$ cat config.mk
export PLATFORM = sky130hd
export DESIGN_NAME = dir_arbiter
export DESIGN_NICKNAME = d
export VERILOG_FILES = /design/src/rtl/dir_arbiter.sv
export SDC_FILE = /design/constraint.sdc
export NUM_CORES = 1
export LEC_CHECK = 0
export CELL_PAD_IN_SITES_DETAIL_PLACEMENT = 1
export CELL_PAD_IN_SITES_GLOBAL_PLACEMENT = 1
export CORE_AREA = 2 2 171 173
export CTS_BUF_LIST = sky130_fd_sc_hd__clkbuf_8
export CTS_CLUSTER_SIZE = 16
export DETAILED_ROUTE_END_ITERATION = 12
export DIE_AREA = 0 0 173 175
export GPL_ROUTABILITY_DRIVEN = 1
export PLACE_DENSITY_LB_ADDON = 0.1
export SLEW_MARGIN = 20
export SYNTH_ARGS = -nofsm -noshare
export SYNTH_HDL_FRONTEND = slang
export SYNTH_SLANG_ARGS = --single-unit
export TNS_END_PERCENT = 50
$ cat constraint.sdc
create_clock -name clk -period 4.5 [get_ports clk]
set_clock_uncertainty 0.2 [all_clocks]
set_input_delay 0.9 -clock clk [delete_from_list [all_inputs] [get_ports clk]]
set_output_delay 0.9 -clock clk [all_outputs]
set_load 0.01 [all_outputs]
$ cat src/rtl/dir_arbiter.sv
// dir_arbiter
//   Shares the single directory lookup/update port among NUM_REQ coherence
//   requesters. One transaction is in flight at a time and requesters are
//   picked round-robin. A requester may take an address lock with a lookup
//   and release it with an update to the same address. While the lock is
//   held, only the owner is served.
//
// Ports
//   clk, rst_n                     clock, asynchronous active-low reset
//   rq_valid/rq_is_update/rq_lock  per-requester request, op and lock flag
//   rq_addr/rq_state/rq_presence/rq_tip  per-requester address and payload
//                                  (slice i belongs to requester i)
//   rq_ready                       one-hot accept pulse (ISSUE cycle)
//   rsp_valid, rsp_*               one-hot lookup result pulse and shared data
//   upd_done                       one-hot update-complete pulse
//   lookup_*/update_*              request side of the directory port
//   lookup_valid/lookup_*_state/update_done  response side of the directory port
//   busy                           transaction in flight
//   lock_timeout                   pulse: lock forcibly released
//   rsp_timeout                    pulse: directory did not answer in time
module dir_arbiter #(
  parameter int unsigned NUM_REQ      = 2,
  parameter int unsigned LOCK_TIMEOUT = 64,
  parameter int unsigned RSP_TIMEOUT  = 8
) (
  input  logic                    clk,
  input  logic                    rst_n,
  input  logic [NUM_REQ-1:0]      rq_valid,
  input  logic [NUM_REQ-1:0]      rq_is_update,
  input  logic [NUM_REQ-1:0]      rq_lock,
  input  logic [NUM_REQ*64-1:0]   rq_addr,
  input  logic [NUM_REQ*3-1:0]    rq_state,
  input  logic [NUM_REQ*2-1:0]    rq_presence,
  input  logic [NUM_REQ*2-1:0]    rq_tip,
  output logic [NUM_REQ-1:0]      rq_ready,
  output logic [NUM_REQ-1:0]      rsp_valid,
  output logic [2:0]              rsp_state,
  output logic [1:0]              rsp_presence,
  output logic [1:0]              rsp_tip,
  output logic [NUM_REQ-1:0]      upd_done,
  output logic                    lookup_req,
  output logic [63:0]             lookup_addr,
  output logic                    update_req,
  output logic [63:0]             update_addr,
  output logic [2:0]              update_state,
  output logic [1:0]              update_presence,
  output logic [1:0]              update_tip_state,
  input  logic                    lookup_valid,
  input  logic [2:0]              lookup_state,
  input  logic [1:0]              lookup_presence,
  input  logic [1:0]              lookup_tip_state,
  input  logic                    update_done,
  output logic                    busy,
  output logic                    lock_timeout,
  output logic                    rsp_timeout
);

  localparam int unsigned IW  = $clog2(NUM_REQ);
  localparam int unsigned LTW = $clog2(LOCK_TIMEOUT + 1);
  localparam int unsigned RTW = $clog2(RSP_TIMEOUT + 1);

  typedef enum logic [1:0] {IDLE, ISSUE, WAIT, RESP} state_t;

  state_t          state_q, state_d;

  logic [IW-1:0]   rr_q;
  logic [IW-1:0]   own_q;
  logic            op_upd_q;
  logic            op_lock_q;
  logic [63:0]     addr_q;
  logic [2:0]      st_q;
  logic [1:0]      pres_q;
  logic [1:0]      tip_q;

  logic [2:0]      res_state_q;
  logic [1:0]      res_pres_q;
  logic [1:0]      res_tip_q;

  logic            lock_held_q;
  logic [IW-1:0]   lock_owner_q;
  logic [63:0]     lock_addr_q;
  logic [LTW-1:0]  lock_timer_q;
  logic [RTW-1:0]  wait_cnt_q;

  logic [63:0]     addr_arr [NUM_REQ];
  logic [2:0]      st_arr   [NUM_REQ];
  logic [1:0]      pres_arr [NUM_REQ];
  logic [1:0]      tip_arr  [NUM_REQ];

  logic [NUM_REQ-1:0] own_oh;
  logic [NUM_REQ-1:0] eligible;
  logic [IW-1:0]      win_idx;
  logic               win_found;
  logic               got_rsp;
  logic               lock_acquire;
  logic               lock_refresh;
  logic               lock_release;
  logic               lock_expire;
  logic               lock_active;

  for (genvar g = 0; g < NUM_REQ; g++) begin : g_unpack
    assign addr_arr[g] = rq_addr[g*64 +: 64];
    assign st_arr[g]   = rq_state[g*3 +: 3];
    assign pres_arr[g] = rq_presence[g*2 +: 2];
    assign tip_arr[g]  = rq_tip[g*2 +: 2];
  end

  function automatic logic [IW-1:0] wrap_idx(input int unsigned v);
    return IW'(v % NUM_REQ);
  endfunction

  assign own_oh  = NUM_REQ'(1) << own_q;
  assign got_rsp = op_upd_q ? update_done : lookup_valid;

  // Lock events are all resolved in the RESP cycle of the owning transaction.
  assign lock_acquire = (state_q == RESP) && !op_upd_q && op_lock_q && !lock_held_q;
  assign lock_refresh = (state_q == RESP) && !op_upd_q && op_lock_q && lock_held_q &&
                        (own_q == lock_owner_q);
  assign lock_release = (state_q == RESP) && op_upd_q && lock_held_q &&
                        (own_q == lock_owner_q) && (addr_q == lock_addr_q);
  // A refresh or a proper release in the expiry cycle wins over the timeout.
  assign lock_expire  = lock_held_q && !lock_refresh && !lock_release &&
                        (lock_timer_q == LTW'(LOCK_TIMEOUT - 1));
  // Arbitration treats an expiring lock as already gone.
  assign lock_active  = lock_held_q && !lock_expire;

  always_comb begin
    eligible = rq_valid;
    if (lock_active) begin
      eligible = rq_valid & (NUM_REQ'(1) << lock_owner_q);
    end
  end

  // First eligible requester at or after the rr pointer, wrapping.
  always_comb begin
    win_found = 1'b0;
    win_idx   = '0;
    for (int unsigned i = 0; i < NUM_REQ; i++) begin
      if (!win_found && eligible[wrap_idx(32'(rr_q) + i)]) begin
        win_found = 1'b1;
        win_idx   = wrap_idx(32'(rr_q) + i);
      end
    end
  end

  always_ff @(posedge clk or negedge rst_n) begin
    if (!rst_n) begin
      state_q <= IDLE;
    end else begin
      state_q <= state_d;
    end
  end

  always_comb begin
    state_d     = state_q;
    rq_ready    = '0;
    rsp_valid   = '0;
    upd_done    = '0;
    lookup_req  = 1'b0;
    update_req  = 1'b0;
    rsp_timeout = 1'b0;
    case (state_q)
      IDLE: begin
        if (win_found) state_d = ISSUE;
      end
      ISSUE: begin
        rq_ready   = own_oh;
        lookup_req = !op_upd_q;
        update_req = op_upd_q;
        state_d    = WAIT;
      end
      WAIT: begin
        if (got_rsp) begin
          state_d = RESP;
        end else if (wait_cnt_q == RTW'(RSP_TIMEOUT - 1)) begin
          rsp_timeout = 1'b1;
          state_d     = IDLE;
        end
      end
      RESP: begin
        if (op_upd_q) upd_done  = own_oh;
        else          rsp_valid = own_oh;
        state_d = IDLE;
      end
      default: state_d = IDLE;
    endcase
  end

  always_ff @(posedge clk or negedge rst_n) begin
    if (!rst_n) begin
      rr_q         <= '0;
      own_q        <= '0;
      op_upd_q     <= 1'b0;
      op_lock_q    <= 1'b0;
      addr_q       <= '0;
      st_q         <= '0;
      pres_q       <= '0;
      tip_q        <= '0;
      res_state_q  <= '0;
      res_pres_q   <= '0;
      res_tip_q    <= '0;
      wait_cnt_q   <= '0;
      lock_held_q  <= 1'b0;
      lock_owner_q <= '0;
      lock_addr_q  <= '0;
      lock_timer_q <= '0;
    end else begin
      // Request registers change only on a grant so the directory port
      // keeps its last value while idle.
      if (state_q == IDLE && win_found) begin
        own_q     <= win_idx;
        op_upd_q  <= rq_is_update[win_idx];
        op_lock_q <= rq_lock[win_idx];
        addr_q    <= addr_arr[win_idx];
        st_q      <= st_arr[win_idx];
        pres_q    <= pres_arr[win_idx];
        tip_q     <= tip_arr[win_idx];
        rr_q      <= wrap_idx(32'(win_idx) + 32'd1);
      end

      if (state_q == WAIT) wait_cnt_q <= wait_cnt_q + RTW'(1);
      else                 wait_cnt_q <= '0;

      if (state_q == WAIT && !op_upd_q && lookup_valid) begin
        res_state_q <= lookup_state;
        res_pres_q  <= lookup_presence;
        res_tip_q   <= lookup_tip_state;
      end

      if (lock_acquire) begin
        lock_held_q  <= 1'b1;
        lock_owner_q <= own_q;
        lock_addr_q  <= addr_q;
        lock_timer_q <= '0;
      end else if (lock_refresh) begin
        lock_timer_q <= '0;
      end else if (lock_release || lock_expire) begin
        lock_held_q  <= 1'b0;
        lock_timer_q <= '0;
      end else if (lock_held_q) begin
        lock_timer_q <= lock_timer_q + LTW'(1);
      end
    end
  end

  assign lookup_addr      = addr_q;
  assign update_addr      = addr_q;
  assign update_state     = st_q;
  assign update_presence  = pres_q;
  assign update_tip_state = tip_q;
  assign rsp_state        = res_state_q;
  assign rsp_presence     = res_pres_q;
  assign rsp_tip          = res_tip_q;
  assign busy             = (state_q != IDLE);
  assign lock_timeout     = lock_expire;

endmodule

==> results by group, run 1 <==
Routing
  – Routed WL: 26990 um
  – Met2 Routed Length: 12950 um
  – Vias per cell: 4.710
  – Post-DRT Antenna Nets: 0
  – Met3 WL: about 1400 um
  – DRT Pass-1 Iters: 4
  – Detailed Route Iter0 Violations: 240
  – Routed via count: about 6500
  – Routed len/inst: 19.61 um
  – Post-route DRC: 0
  – Highest metal used: met4
  – Wl on met1: 12410 um

Synthesis
  – Yosys top cell area share: 47.58%
  – Synthesized area per cell: 11.41 um2
  – Asr flop ratio synth: 100.0%
  – Cell count after synthesis: roughly 740
  – Mapped Area: 0.008467 mm2
  – Most numerous cell in the Yosys netlist: dfrtp_1
  – Primary FF master, synth: dfrtp_1
  – Top cells by count, synth: dfrtp_1, nand2_1, o21ai_2
  – Synth area leaders: dfrtp_1, mux2_2, o21ai_2
  – Synth Warn #: 0
  – Yosys reg bits: 161
  – Part of the Yosys area used for sequential elements: 47.58%
  – Synth area leader: dfrtp_1
  – Netlist cell types: 55
  – Post-synth EDFFs: 0
  – Post-Syn Nets: 903

Floorplan
  – Die Y: ~180 um
  – Die Wd: around 170 um
  – # rows: 62
  – Die area: 0.03028 mm2
  – Core area: 0.02839 mm2
  – Starting Density: 29.82%
  – # IOs: 312

Final layout
  – Fin nets: 1141
  – Fillcell total: 3118
  – Multi-input logic area: 0.003573 mm2
  – Diodes inserted: 0
  – FF/Latch Area: 0.004029 mm2
  – Layout cells sized above 1: 20.67%
  – Area growth, synth to finish: 39.49%
  – Post-Layout Cell Count: about 1400
  – Design Area, Final: 0.01181 mm2

GRT
  – Grt total ovfl: 0
  – Largest net degree at the start of global routing: 102
  – Vias in the first global route: 7064
  – First-pass GRT wire length: 42340 um
  – Gr usage total: 18.11%
  – Initial antenna violation count: 0

Setup path
  – Worst Path Required: around 3.4 ns
  – WP buf/inv: 2
  – Worst path max stage delay: 0.47 ns
  – CP cell instances: xnor2_1, nand4_1, nor4_1, nand3_1, nor2_2, buf_4, nor2_1, clkdlybuf4s50_1
  – Critical Path AT: roughly 2.7 ns
  – Crit path kind: flip-flop to primary output
  – CP max stage cell: clkdlybuf4s50_1
  – Worst-path maximum fanout: 9
  – Setup crit end kind: primary output
  – Crit path max-delay family: simple AND/OR/NAND/NOR gates
  – CP Launch Type: flip-flop

STA
  – RSZ-0062 raised after global routing: no
  – Final hold vios: 0
  – Final setup vio count: 0
  – Tcrit/Tclk final: a little over four fifths
  – Fin Setup TNS: 0 ns
  – Min Tclk post-route: ~3.8 ns
  – Least-Margin Pin Slew: around 0.90 ns
  – F_max: 264.0 MHz
  – Max-slew violation count: 0
  – Relative slew slack: 39.73%

Clocking
  – Clock transition at path regs: around 0.10 ns
  – CTS tree: done
  – Total CTS buffers: 17
  – CTS Hold Bufs: 0
  – Clock sinks: between 150 and 200
  – Post-CTS Repair Setup Buffers: 0
  – CTS root buf: clkbuf_8
  – Clk Latency, worst-skew pair: 0.46 ns
  – Htree depth: 4
  – Clock Tree Buf Depth: 2
  – Post-cts sizing count: 0

Outcome
  – Status: completed

Pwr
  – Peak VDD IR: around 0.00023 V
  – Pwr per Cell Area: 711.0 mW/mm2
  – P_leak: 4.673 nW

Placed design
  – Gpl congestion: ~0.74
  – Placed Cells: 1345
  – Placed cell area: approximately 0.011 mm2
  – Port bufs: 311
  – Detailed placer's ending HPWL: between 15000 and 20000 um

Run
  – Max-cap viol count: 0

Worst hold path
  – HP Class: flip-flop to flip-flop
worst paths after layout:
check                                start              end  slack [ns]  cells after the start
setup reg to reg           lookup_addr[50]  lookup_addr[17]        1.52                      9
max in group asynchronous            rst_n  update_state[0]        2.95                      2
hold reg to reg              wait_cnt_q[0]    wait_cnt_q[0]        0.27                      1
setup / recovery           lookup_addr[50]     lock_timeout        0.71                      8
hold / removal               wait_cnt_q[0]    wait_cnt_q[0]        0.27                      1
min in group asynchronous            rst_n  lookup_addr[35]        0.30                      1
power breakdown:
group | internal (mW) | switching [mW]
clock network | 0.498 | 0.597
logic | 2.38 | 2.03
registers | 2.10 | 0.791
cell type report:
class / instances / share of cell area (%)
flip-flops and latches: 161 / 34.11
multi-input cells: 462 / 30.26
repair buffers: 326 / 27.87
well taps: 384 / 4.068
clock buffers: 17 / 1.981
clock inverters: 14 / 1.324
inverters: 12 / 0.3814
registers in the layout (all words and copies together) (netlist names), 2 cells and up:
signal            count
state_q               2
lock_timer_q          7
update_presence       2
rsp_state             3
update_tip_state      2
lookup_addr          64
lock_addr_q          64
wait_cnt_q            4
rsp_presence          2
rsp_tip               2
update_state          3
worst register-to-register path, cell delays in order (launching register included):
cell and delay (ns):
dfrtp_1 0.45, xnor2_1 0.19, nand4_1 0.21, nor4_1 0.35, nand3_1 0.19, nor2_2 0.14, buf_4 0.16, o21ba_4 0.51
buf_12 0.33, o21ai_2 0.12
placed cells by master, fill, tap and decap left out, types with 3 or more instances in the layout:
| cell type | netlist | routed |
|---|---|---|
| clkdlybuf4s50_1 | 0 | 310 |
| dfrtp_1 | 161 | 161 |
| nand2_1 | 92 | 92 |
| o21ai_2 | 70 | 70 |
| mux2_2 | 67 | 67 |
| a22oi_1 | 63 | 63 |
| xnor2_1 | 55 | 55 |
| clkbuf_8 | 0 | 18 |
| nor2_1 | 16 | 15 |
| nand4_1 | 13 | 13 |
| inv_1 | 11 | 12 |
| o21ai_0 | 10 | 10 |
| a22oi_2 | 10 | 10 |
| buf_4 | 66 | 10 |
| xor2_1 | 9 | 9 |
| nor4_1 | 6 | 6 |
| buf_12 | 7 | 5 |
| nand3_1 | 4 | 4 |
| o21ai_1 | 4 | 4 |
| clkinv_4 | 0 | 4 |
| inv_6 | 0 | 4 |
| nand2b_1 | 3 | 3 |
| and3_1 | 3 | 3 |
| nor3_1 | 3 | 3 |
| clkinvlp_4 | 0 | 3 |
per-stage QoR:
stage          util [%]  hold slack [ns]  setup slack, ns  power (mW)
6_report          41.60           0.2687           0.7122       8.397
5_1_grt           41.60           0.3244           0.4438       9.016
4_1_cts           41.60           0.2701           0.5838       8.569
3_5_place_dp      40.22           0.2584            1.020       7.440
3_3_place_gp      40.22           0.2590            1.029       7.376
2_1_floorplan         -           0.2331            1.945       5.604
cells by family after synthesis:
group                      Yosys count  share of synthesized area [%]
xor gates and xnor gates            65                          6.813
DFF                                161                          47.58
and+or+nand+nor                    151                          8.172
muxes                               68                          9.029
adders and majority gates            2                         0.2955
AOI/OAI and AO/OA                  176                          17.50
buffers and inverters              119                          10.61
metal layers:
metal	vias to the layer above	global-route usage, %
met1	3229	24.03
met2	202	30.32
met5	-	0
li1	3033	-
met3	17	4.134
met4	0	3.672
(Power assumes the default switching activity.)
==> run 2, diff against run 1 <==
clock period = 3.8 ns   (was 4.5 ns; I/O delays follow)
==> run 2 against run 1 <==
Compared with the run above: via count increased by 0.77%; clock-buffer cell count grew 1; non-clock buffer count up 4; largest cell class unchanged; combinational power is 22% higher; register-to-register slack got worse by 0.64 ns; routed wire length grew 1.1%; clock power is 12% higher; critical endpoint unchanged; sequential power is 17% higher; utilization is 0.30 points higher; sequential cell count unchanged.
==> results by group, run 2 (synthesized netlist as in run 1, its figures left out) <==
Setup path
  – Crit path kind: flip-flop to primary output
  – Critical Path AT: 2.57 ns
  – CP Launch Type: flip-flop
  – Worst Path Required: 2.84 ns
  – Worst path max stage delay: around 0.47 ns
  – Setup crit end kind: primary output
  – CP cell instances: xnor2_1, nand4_1, nor4_1, nand3_1, nor2_2, nor2_1, clkdlybuf4s50_1
  – CP max stage cell: dfrtp_1
  – Worst-path maximum fanout: 5

Final layout
  – Fin nets: 1145
  – Diodes inserted: 0
  – Design Area, Final: approximately 0.012 mm2
  – Fillcell total: 3122
  – Layout cells sized above 1: 21.16%
  – Most frequent cells in the layout: clkdlybuf4s50_1, dfrtp_1, nand2_1
  – Commonest non-fill, non-tap cell in the layout: clkdlybuf4s50_1
  – Area growth, synth to finish: 40.51%

GRT
  – First-pass GRT wire length: 42460 um
  – Vias in the first global route: 6986
  – Initial antenna violation count: 0
  – Largest net degree at the start of global routing: 76
  – Gr usage total: 18.20%
  – Grt total ovfl: 0

Routing
  – DRT Pass-1 Iters: 5
  – Routed via count: 6531
  – Detailed Route Iter0 Violations: between 200 and 250
  – Post-DRT Antenna Nets: 0
  – Vias per cell: roughly 4.7
  – Routed WL: 27280 um
  – Post-route DRC: 0
  – Routed len/inst: 19.75 um

Pwr
  – P_leak: around 4.7 nW
  – Switching share of power: between 40 and 50%
  – Sequential share of power: 33.8%
  – Net Switching: 4.111 mW
  – Clock share of power: between 10% and 20%
  – Pwr per Cell Area: between 800 and 900 mW/mm2
  – Peak VDD IR: 0.0002960 V
  – Pint: roughly 6 mW
  – Logic pwr share: 53.9%

Clocking
  – Total CTS buffers: 17
  – Post-CTS Repair Setup Buffers: 0
  – Clk Latency, worst-skew pair: 0.46 ns
  – Clock sinks: 161
  – Post-cts sizing count: 0
  – CTS tree: done
  – Clock Tree Buf Depth: 2
  – CTS root buf: clkbuf_8
  – Htree depth: 4
  – Clock transition at path regs: about 0.11 ns
  – CTS Hold Bufs: 0

STA
  – F_max: between 200 and 300 MHz
  – Min Hold Slack: between 0.05 and 0.06 ns
  – Fin worst setup slack: 0.2724 ns
  – Least-Margin Pin Slew: 0.8188 ns
  – RSZ-0062 raised after global routing: no
  – Fin Setup TNS: 0 ns
  – Relative slew slack: around 45%
  – Min Tclk post-route: around 3.5 ns
  – Final setup vio count: 0
  – Tcrit/Tclk final: between 90% and 100%
  – Max-slew violation count: 0
  – Final hold vios: 0

Placed design
  – Gpl congestion: 0.7377
  – Placed cell area: 0.01152 mm2
  – Detailed placer's ending HPWL: ~20000 um
  – Pre-CTS setup slack: a little under 0.6 ns
  – Port bufs: around 310

Floorplan
  – Die Wd: 173 um
  – Core area: 0.02839 mm2
  – Die area: around 0.030 mm2
  – Die Y: 175 um
  – Starting Density: 29.82%
  – # IOs: 312
  – # rows: between 60 and 70

Worst hold path
  – HP Class: input port to async pin

Run
  – Max-cap viol count: 0

Outcome
  – Status: completed
## run 2: cell type report
type	count	area, um2	share of cell area (%)
sequential	161	4029	33.87
multi-input combinational	462	3573	30.04
timing repair buffer	330	3397	28.55
tap	384	480.5	4.039
clock buffer	18	247.7	2.082
clock inverter	14	123.9	1.041
inverter	12	45.04	0.3786
## run 2: path summary, 6_finish.rpt
kind,from,endpoint,slack [ns],cells after the start
max,lookup_addr[37],lock_timeout,0.27,7
min,rst_n,lookup_addr[42],0.05,1
max reg2reg,lookup_addr[37],lookup_addr[6],0.88,9
min reg2reg,wait_cnt_q[0],wait_cnt_q[0],0.28,1
max in group asynchronous,rst_n,lock_addr_q[41],2.50,2
min in group clk,wait_cnt_q[0],wait_cnt_q[0],0.28,1
## run 2: metal layers
layer,routed length (um),track usage (%),up-vias
li1,-,-,3037
met1,12930,24.92,3286
met2,12790,29.58,189
met3,1248,3.895,19
met4,306,3.990,0
met5,0,0,-
## run 2: power groups by stage
stage | Clock (mW) | Combinational (mW) | Sequential (mW)
2_1_floorplan | 0 | 3.28 | 3.36
3_3_place_gp | 0 | 5.47 | 3.41
6_report | 1.22 | 5.39 | 3.38
5_1_grt | 1.35 | 5.86 | 3.55
4_1_cts | 1.28 | 5.52 | 3.41
3_5_place_dp | 0 | 5.50 | 3.45
## run 2: worst max-delay path, delay by kind of cell (launching register included)
kind	cells	cell delay, ns
simple gates	5	1.00
flops	1	0.47
buf+inv	1	0.47
xor+xnor	1	0.17
## run 2: per-stage QoR
stage	power, mW	std cells	util, %
4_1_cts	10.21	1381	41.90
6_report	10.00	1381	41.90
3_5_place_dp	8.943	1349	40.59
5_1_grt	10.75	1381	41.90
3_3_place_gp	8.872	1349	40.59
2_1_floorplan	6.637	742	-
==> run 3, diff against run 2 <==
CORE_AREA = 2 2 159 161   (was 2 2 171 173)
DIE_AREA = 0 0 161 163   (was 0 0 173 175)
SLEW_MARGIN = 10   (was 20)
==> run 3 against run 2 <==
Compared with the run above: combinational power down 4%; worst setup slack worse by 0.039 ns; critical path depth shrank 1; routed wire length is 4.9% lower; sequential power up 1%; clock-buffer cell count did not move; final area decreased by 1.3%; largest cell class unchanged.
==> results by group, run 3 (synthesized netlist as in run 1, its figures left out) <==
Outcome
  – Status: completed

Setup path
  – CP cell instances: xor2_1, nor4_1, nand4_1, nor2_2, nor2_1, clkdlybuf4s50_1
  – R2R Setup Slk: 0.88 ns
  – Worst Path Required: 2.84 ns
  – Reg2Reg Depth: 8
  – Worst-path maximum fanout: 5
  – Critical Path AT: between 2 and 3 ns
  – Worst r2r src: lookup_addr[4]
  – CP max stage cell: nor4_1
  – Crit Reg-Reg Endpoint: lookup_addr[19]
  – Worst path max stage delay: ~0.56 ns
  – CP Launch Type: flip-flop
  – Crit path kind: flip-flop to primary output
  – Setup crit end kind: primary output

STA
  – F_max: ~280 MHz
  – RSZ-0062 raised after global routing: no
  – Min Tclk post-route: 3.567 ns
  – Tcrit/Tclk final: a little over nine tenths
  – Final setup vio count: 0
  – Relative slew slack: between 50% and 60%
  – Least-Margin Pin Slew: 0.6930 ns
  – Final hold vios: 0
  – Max-slew violation count: 0
  – Fin Setup TNS: 0 ns

Floorplan
  – Die Y: ~160 um
  – Starting Density: 34.32%
  – Die Wd: between 150 and 200 um
  – Die area: 0.02624 mm2
  – # rows: 58
  – # IOs: 312
  – Core area: roughly 0.025 mm2

Placed design
  – Placed cell area: about 0.011 mm2
  – Detailed placer's ending HPWL: 18780 um
  – Gpl congestion: between 0.7 and 0.8
  – Placed Cells: ~1300
  – Port bufs: between 300 and 400

Final layout
  – Fin nets: 1143
  – Design Area, Final: 0.01174 mm2
  – Layout cells sized above 1: about a fifth
  – Area growth, synth to finish: 38.64%
  – Diodes inserted: 0
  – Most frequent cells in the layout: clkdlybuf4s50_1, dfrtp_1, nand2_1
  – FF/Latch Area: 0.004029 mm2
  – Post-Layout Cell Count: 1325
  – Fillcell total: 2680
  – Multi-input logic area: 0.003565 mm2
  – Commonest non-fill, non-tap cell in the layout: clkdlybuf4s50_1

Clocking
  – Clock sinks: 161
  – Total CTS buffers: 17
  – Post-CTS Repair Setup Buffers: 0
  – CTS tree: done
  – Clock transition at path regs: around 0.11 ns
  – Clock Tree Buf Depth: 2
  – CTS root buf: clkbuf_8
  – Clk Latency, worst-skew pair: roughly 0.46 ns
  – Post-cts sizing count: 0
  – CTS Hold Bufs: 0
  – Htree depth: 4

GRT
  – Largest net degree at the start of global routing: 66
  – Gr usage total: 20.10%
  – Grt total ovfl: 0
  – First-pass GRT wire length: between 40000 and 50000 um
  – Vias in the first global route: between 6000 and 7000
  – Initial antenna violation count: 0

Routing
  – Detailed Route Iter0 Violations: 279
  – Routed via count: 6529
  – DRT Pass-1 Iters: 4
  – Vias per cell: 4.928
  – Post-DRT Antenna Nets: 0
  – Post-route DRC: 0
  – Routed len/inst: about 20 um
  – Routed WL: 25930 um

Run
  – Max-cap viol count: 0

Pwr
  – Peak VDD IR: 0.0003173 V
  – P_leak: 4.684 nW
  – Pwr per Cell Area: 838.7 mW/mm2

Worst hold path
  – HP Class: input port to async pin
## run 3: changes by cell type in the layout (fill, tap and decap cells not counted), sizes merged
cell / previous run / this run
inv: 17 / 20
clkinv: 8 / 6
buf: 19 / 18
clkbuf: 19 / 18
clkinvlp: 1 / 0
## run 3: worst max-delay path by stage
stage	start	endpoint	slack, ns	depth (start not counted)
after global routing	lookup_addr[2]	lock_timeout	0.06	7
after global placement	lookup_valid	rsp_timeout	0.60	5
after CTS	lookup_addr[2]	lock_timeout	0.16	7
final	lookup_addr[4]	lock_timeout	0.23	6
after floorplan	lookup_addr[34]	lock_timeout	1.39	6
after detailed placement	lookup_valid	rsp_timeout	0.56	5
## run 3: layout make-up
type                            instances  share of cell area (%)
Clock buffer                           18                   2.110
Clock inverter                         14                   1.045
Inverter                               12                  0.3837
Multi-Input combinational cell        462                   30.37
Sequential cell                       161                   34.32
Tap cell                              330                   3.517
Timing Repair Buffer                  328                   28.26
## run 3: routing by layer
metal | global-route usage (%) | part of all wire (%)
met3 | 4.660 | 5.2
met5 | 0 | 0
met4 | 4.180 | 0.83
met2 | 33.22 | 48
met1 | 27.10 | 46
## run 3: where the power goes
part           switching, mW  total (mW)  internal [mW]
Sequential             0.932        3.42           2.49
Clock                  0.732        1.23          0.494
Combinational           2.37        5.20           2.83
Total                   4.03        9.85           5.81
## run 3: worst max-delay path, delay by kind of cell (launching register included)
| kind | cells | cell delay, ns |
|---|---|---|
| flip-flops | 1 | 0.47 |
| XOR/XNOR | 1 | 0.17 |
| AND/OR/NAND/NOR | 4 | 1.02 |
| buffers and inverters | 1 | 0.50 |
## run 3: per-stage QoR
| step | setup WS, ns | hold slack, ns | total power [mW] | utilization [%] |
|---|---|---|---|---|
| after CTS | 0.1604 | 0.08672 | 10.01 | 47.58 |
| after floorplan | 1.394 | 0.2331 | 6.637 | - |
| after global routing | 0.05665 | 0.1021 | 10.57 | 47.58 |
| final | 0.2331 | 0.06250 | 9.845 | 47.58 |
| after global placement | 0.6019 | 0.2569 | 8.673 | 46.08 |
| after detailed placement | 0.5626 | 0.2634 | 8.760 | 46.08 |
